===== src/rtl/irq_pkg.sv =====
// Shared constants and helpers for the interrupt priority controller.
package irq_pkg;

    localparam int unsigned IRQ_MAX          = 8;
    localparam int unsigned VECTOR_VALID_BIT = 7;

    typedef enum logic [1:0] {
        IRQ_REG_PENDING = 2'd0,
        IRQ_REG_ENABLE  = 2'd1,
        IRQ_REG_MODE    = 2'd2,
        IRQ_REG_VECTOR  = 2'd3
    } irq_reg_e;

    // Lowest-numbered set bit wins; an empty vector yields 0.
    function automatic logic [2:0] irq_lowest_idx(input logic [IRQ_MAX-1:0] vec);
        logic [2:0] idx;
        logic       found;
        idx   = '0;
        found = 1'b0;
        for (int unsigned i = 0; i < IRQ_MAX; i++) begin
            if (vec[i] && !found) begin
                idx   = 3'(i);
                found = 1'b1;
            end
        end
        return idx;
    endfunction

endpackage


===== src/rtl/irq_line_sync.sv =====
// Per-line input conditioning: optional 2-flop synchroniser (IRQ_SYNC_EN) and
// falling-edge detector on the conditioned active-low request.
module irq_line_sync (
    input  logic clk,
    input  logic reset_n,
    input  logic irqb,
    output logic level,
    output logic fall_pulse
);

    logic irqb_s;
    logic hist_q;

`ifdef IRQ_SYNC_EN
    logic [1:0] sync_q;

    always_ff @(posedge clk or negedge reset_n) begin
        if (!reset_n) begin
            sync_q <= '1;
        end else begin
            sync_q <= {sync_q[0], irqb};
        end
    end

    assign irqb_s = sync_q[1];
`else
    assign irqb_s = irqb;
`endif

    // History always tracks the line, so a line already low never produces a pulse.
    always_ff @(posedge clk or negedge reset_n) begin
        if (!reset_n) begin
            hist_q <= 1'b1;
        end else begin
            hist_q <= irqb_s;
        end
    end

    assign level      = irqb_s;
    assign fall_pulse = hist_q & ~irqb_s;

endmodule


===== src/rtl/irq_priority_ctrl.sv =====
// Prioritised, maskable interrupt controller driving the 65C02 IRQB pin.
// Define IRQ_SYNC_EN to synchronise request inputs from foreign clock domains.
module irq_priority_ctrl
    import irq_pkg::*;
#(
    parameter int unsigned     NUM_IRQ        = 8,
    parameter logic [7:0]      DEFAULT_ENABLE = 8'h00
) (
    input  logic               clk,
    input  logic               reset_n,
    input  logic               cs,
    input  logic               rwb,
    input  logic [1:0]         addr,
    input  logic [7:0]         i_data,
    output logic [7:0]         o_data,
    input  logic [NUM_IRQ-1:0] irqb,
    output logic               irqb_master
);

    localparam int unsigned          MASK_INT  = (1 << NUM_IRQ) - 1;
    localparam logic [IRQ_MAX-1:0]   LINE_MASK = MASK_INT[IRQ_MAX-1:0];

    logic [IRQ_MAX-1:0] level;
    logic [IRQ_MAX-1:0] fall_pulse;

    logic [IRQ_MAX-1:0] pending_q, pending_d;
    logic [IRQ_MAX-1:0] enable_q, enable_d;
    logic [IRQ_MAX-1:0] mode_q, mode_d;
    logic [IRQ_MAX-1:0] clr_mask;
    logic [IRQ_MAX-1:0] active;
    logic [IRQ_MAX-1:0] edge_next;
    logic [2:0]         vec_idx;
    logic               vec_valid;
    logic [7:0]         vec_rd;
    logic               master_q;
    logic               wr_en;
    irq_reg_e           reg_sel;

    for (genvar g = 0; g < IRQ_MAX; g++) begin : g_line
        if (g < NUM_IRQ) begin : g_used
            irq_line_sync u_line (
                .clk        (clk),
                .reset_n    (reset_n),
                .irqb       (irqb[g]),
                .level      (level[g]),
                .fall_pulse (fall_pulse[g])
            );
        end else begin : g_unused
            assign level[g]      = 1'b1;
            assign fall_pulse[g] = 1'b0;
        end
    end

    assign reg_sel   = irq_reg_e'(addr);
    assign wr_en     = cs & ~rwb;
    assign active    = pending_q & enable_q;
    assign vec_valid = |active;
    assign vec_idx   = irq_lowest_idx(active);

    always_comb begin
        enable_d = enable_q;
        mode_d   = mode_q;
        clr_mask = '0;
        if (wr_en) begin
            unique case (reg_sel)
                IRQ_REG_PENDING: clr_mask = i_data;
                IRQ_REG_ENABLE:  enable_d = i_data & LINE_MASK;
                IRQ_REG_MODE:    mode_d   = i_data & LINE_MASK;
                IRQ_REG_VECTOR: begin
                    if (vec_valid) begin
                        clr_mask = IRQ_MAX'(1) << vec_idx;
                    end
                end
            endcase
        end
    end

    // Set beats clear; a bit entering edge mode this cycle starts cleared;
    // a bit in (or entering) level mode loads the line state directly.
    always_comb begin
        edge_next = (pending_q & ~clr_mask) | fall_pulse;
        pending_d = ((mode_d & mode_q & edge_next) | (~mode_d & ~level)) & LINE_MASK;
    end

    always_ff @(posedge clk or negedge reset_n) begin
        if (!reset_n) begin
            pending_q <= '0;
            enable_q  <= DEFAULT_ENABLE & LINE_MASK;
            mode_q    <= '0;
            master_q  <= 1'b1;
        end else begin
            pending_q <= pending_d;
            enable_q  <= enable_d;
            mode_q    <= mode_d;
            master_q  <= ~vec_valid;
        end
    end

    assign irqb_master = master_q;

    always_comb begin
        vec_rd                   = '0;
        vec_rd[VECTOR_VALID_BIT] = vec_valid;
        vec_rd[2:0]              = vec_idx;
    end

    always_comb begin
        o_data = '0;
        if (cs) begin
            unique case (reg_sel)
                IRQ_REG_PENDING: o_data = pending_q;
                IRQ_REG_ENABLE:  o_data = enable_q;
                IRQ_REG_MODE:    o_data = mode_q;
                IRQ_REG_VECTOR:  o_data = vec_rd;
            endcase
        end
    end

endmodule


===== config.mk =====
export PLATFORM = sky130hd
export DESIGN_NAME = irq_priority_ctrl
export DESIGN_NICKNAME = d
export VERILOG_FILES = /design/src/rtl/irq_pkg.sv /design/src/rtl/irq_line_sync.sv /design/src/rtl/irq_priority_ctrl.sv
export SDC_FILE = /design/constraint.sdc
export NUM_CORES = 1
export LEC_CHECK = 0
export CAP_MARGIN = 20
export CORE_ASPECT_RATIO = 0.75
export CORE_MARGIN = 4
export CORE_UTILIZATION = 47
export DETAILED_ROUTE_END_ITERATION = 6
export GPL_TIMING_DRIVEN = 0
export HOLD_SLACK_MARGIN = 0.12
export PLACE_DENSITY_LB_ADDON = 0.2
export SLEW_MARGIN = 20
export SYNTH_ARGS = -nofsm -noshare
export SYNTH_HDL_FRONTEND = slang
export SYNTH_SLANG_ARGS = --single-unit

===== constraint.sdc =====
create_clock -name clk -period 1.6 [get_ports clk]
set_input_delay 0.16 -clock clk [delete_from_list [all_inputs] [get_ports clk]]
set_output_delay 0.16 -clock clk [all_outputs]
set_load 0.01 [all_outputs]

==> flow_metrics.tcl <==
set metrics [dict create \
    placedCellCount 281 \
    drc 0 \
    finalSetupViolCount 5 \
    rows 19 \
    ff2ff_path_depth 6 \
    clockRootBuffer "clkbuf_8" \
    synthCells 198 \
    worstSetupStartpointType "flip-flop" \
    status "finished, violations left" \
    wl_per_cell_um 18.6 \
    grt-ovfl-total 0 \
    syn_area_per_cell_um2 9.32 \
    path_delay_family "compound AO/OA/AOI/OAI gates" \
    worst_hold_path_type "primary input to async pin" \
    synthSimpleGateAreaFrac_pct 21.2 \
    via_per_inst 6.00 \
    cts_max_path_buffers 2 \
    cts_tree "built" \
    wl_met1_um 2560 \
    ys_seq_area_share_pct 45.4 \
    r2r-start "enable_q[3]" \
    cp_slowest_stage_delay_ns 0.44 \
    synthArstFlopShare_pct 100 \
    highest_layer "met4" \
    critPathLaunch "enable_q[3]" \
    instances_no_fill 306 \
    cpMaxStageDelayCell "dfrtp_2" \
    synth.top_cell.area_share_pct 32.5 \
    ys_seq_elements 33 \
    hold_ws_ns 0.187 \
    cellLeakagePower_uw 0.00113 \
    ff2ff_setup_slack_ns -0.30 \
    vias 1837 \
    synth_fa_ha_area_share_pct 3.39 \
    clkTransAtPathRegs_ns 0.07 \
    grt_max_degree 33 \
    muxShareOfSynthArea_pct 4.88 \
    total_power_uw 2910 \
    crit_path_end_kind "output pin" \
    rsz0062_at_grt "true" \
    synth_nets 225 \
    synth_top_family_by_area "compound AO/OA/AOI/OAI gates" \
    synth_edf_count 0 \
    fin_crit_ns 1.93 \
    max-vdd-ir-drop_mv 0.821 \
    crit_buf_inv 1 \
    fill_cells 282 \
    worstSetupPathType "flip-flop to output pin" \
    syn2layout_area_growth_pct 41.8 \
    die_area_um2 5000 \
    grt_pass1_wl_um 8720 \
    ys_top_cells_by_area "dfrtp_1, dfstp_2, nand2_1, mux2_2, a211oi_1" \
    tightest_slew_ns 0.494 \
    synth-compound-area-share_pct 22.4 \
    arrival_ns 1.77 \
    synth_warnings 0 \
    period_share_pct 121 \
    cp.required_ns 1.44 \
    port_buffers 30 \
    grt_pass1_vias 1715 \
    die_h_um 62.3 \
    wl_met2_um 2510 \
    io_pins 31 \
    failed_checks "setup timing" \
    layout_setup_ws_ns -0.333 \
    post-dp-hpwl_um 3430 \
    yosys.area.top_type "dfrtp_1" \
    finalHoldViolCount 0 \
    p_per_area_nw_per_um2 1110 \
    max_freq_ghz 0.517 \
    cts_max_level 2 \
    slew_headroom_pct 66.9 \
    maxCapViolations 0 \
    drt_iter0_markers 233 \
    tritoncts.num_buffers 5 \
    synth_xor_area_share_pct 0 \
    crit_path_max_fanout 4 \
    place_congestion 0.913 \
    initial_core_util_pct 49.8 \
    drive_above_1_share_pct 35.0 \
    grt_antenna_before_repair 0 \
    grt_util_all_layers_pct 22.8 \
    drtPass1Iterations 6 \
    fin_nets 280 \
    synth_ff_type "dfrtp_1" \
    endpoint "o_data[0]" \
    antenna_cells 0 \
    cts.sinks 33 \
    r2r-end "pending_q[7]" \
    die_w_um 80.4 \
    wirelength_um 5680 \
    synth.distinct_cells 37 \
    ant_nets 0 \
    insertion_delay_ns 0.29 \
    path_cells "a22oi_2 > nand3_2 > nor4b_2 > o21ai_1 > a21oi_1 > buf_2" \
    clock_skew_ns 0.00611 \
    wl_met3_um 463 \
    syn_area_um2 1850 \
    cp.depth 6 \
    drv_slew 0 \
    coreArea_um2 3710 \
]
-- synth_stat cells, drive strengths merged (2+ instances only) --
master / number
a211o: 3
a211oi: 10
a21oi: 8
a221o: 4
a221oi: 5
and2: 2
and3: 2
buf: 3
clkbuf: 6
dfrtp: 24
dfstp: 9
ha: 5
inv: 3
mux2: 8
nand2: 43
nand3: 4
nand3b: 2
nand4: 5
nor2: 16
nor2b: 2
o211a: 4
o21ai: 10
o22ai: 6
o2bb2ai: 2
-- through the flow --
step	cell area [um^2]	setup slack [ns]	setup TNS, ns	utilization (%)
floorplan	1870	-0.205	-0.205	-
global placement	2230	-1.08	-32.96	60.2
detailed placement	2250	-1.19	-26.25	60.6
CTS	2530	-0.271	-0.732	68.2
global route	2620	-0.436	-1.56	70.6
finish	2620	-0.333	-1.03	70.6
-- how the worst min path moves through the flow --
stage | start | end | slack (ns) | cells past startpoint
5_1_grt | reset_n | mode_q[7] | 0.19 | 2
3_5_place_dp | reset_n | mode_q[7] | -0.04 | 1
2_1_floorplan | reset_n | enable_q[0] | -0.14 | 0
4_1_cts | reset_n | mode_q[7] | 0.18 | 2
3_3_place_gp | enable_q[6] | enable_q[6] | 0.52 | 1
6_report | reset_n | mode_q[7] | 0.19 | 2
-- flip-flops by register name, summed over array words and instances, names as in the netlist --
signal and cells:
enable_q 8, g_line.g_used.u_line.hist_q 8, mode_q 8, pending_q 8, irqb_master 1
-- cells by family (layout without fill, tap and decap cells) --
| group | after synthesis | count (layout) |
|---|---|---|
| and+or+nand+nor | 83 | 83 |
| buffers and inverters | 12 | 68 |
| AOI/OAI and AO/OA | 57 | 57 |
| adders and majority gates | 5 | 5 |
| muxes | 8 | 8 |
| DFF | 33 | 33 |
-- area by class of cell --
| class | instances | area, um^2 | area share [%] |
|---|---|---|---|
| clock inverters | 1 | 30.0 | 1.15 |
| plain buffers | 5 | 45.0 | 1.72 |
| flip-flops and latches | 33 | 838 | 32.0 |
| clock buffers | 7 | 86.3 | 3.30 |
| well taps | 52 | 65.1 | 2.49 |
| multi-input cells | 153 | 1090 | 41.5 |
| repair buffers | 52 | 448 | 17.1 |
| inverters | 3 | 17.5 | 0.669 |
-- placed cells by master, fill, tap and decap left out, types with 3 or more instances in the layout --
master,n
a211o_1,3
a211oi_1,8
a21oi_1,6
a221o_1,4
a221oi_1,5
buf_2,6
buf_4,20
buf_6,5
clkbuf_8,6
clkdlybuf4s50_1,19
dfrtp_1,23
dfstp_2,9
ha_4,3
mux2_2,8
nand2_1,39
nand2_2,4
nand4_1,5
nor2_1,15
o211a_1,4
o21ai_0,7
o21ai_1,3
o22ai_1,4
-- repair_timing --
action / 4_1_cts / 5_1_grt
resized for setup: 64 / 18
hold buffers: 1 / 0
setup endpoints to repair: 32 / 13
pin swaps: 9 / 3
buffers inserted: 12 / 7
endpoints found under the hold margin: 33 / 0
gates cloned: 0 / 1
-- worst reg2reg max path: cells and delay by family (launching register included) --
kind / cells / cell delay (ns)
buffers and inverters: 1 / 0.19
flip-flops: 1 / 0.44
AO/OA/AOI/OAI: 3 / 0.47
AND/OR/NAND/NOR: 2 / 0.67
-- per-layer routing --
layer	vias to the layer above	global-route usage, %
li1	846	-
met1	861	32.3
met2	103	33.2
met3	27	6.79
met4	0	7.17
met5	-	0
-- where the power goes --
group          switching, uW  leakage [uW]  internal, uW
Clock                    314     0.0000585           508
Combinational            464      0.000687           456
Sequential               167      0.000385           998
No activity file was read; power rests on OpenSTA's default activity.
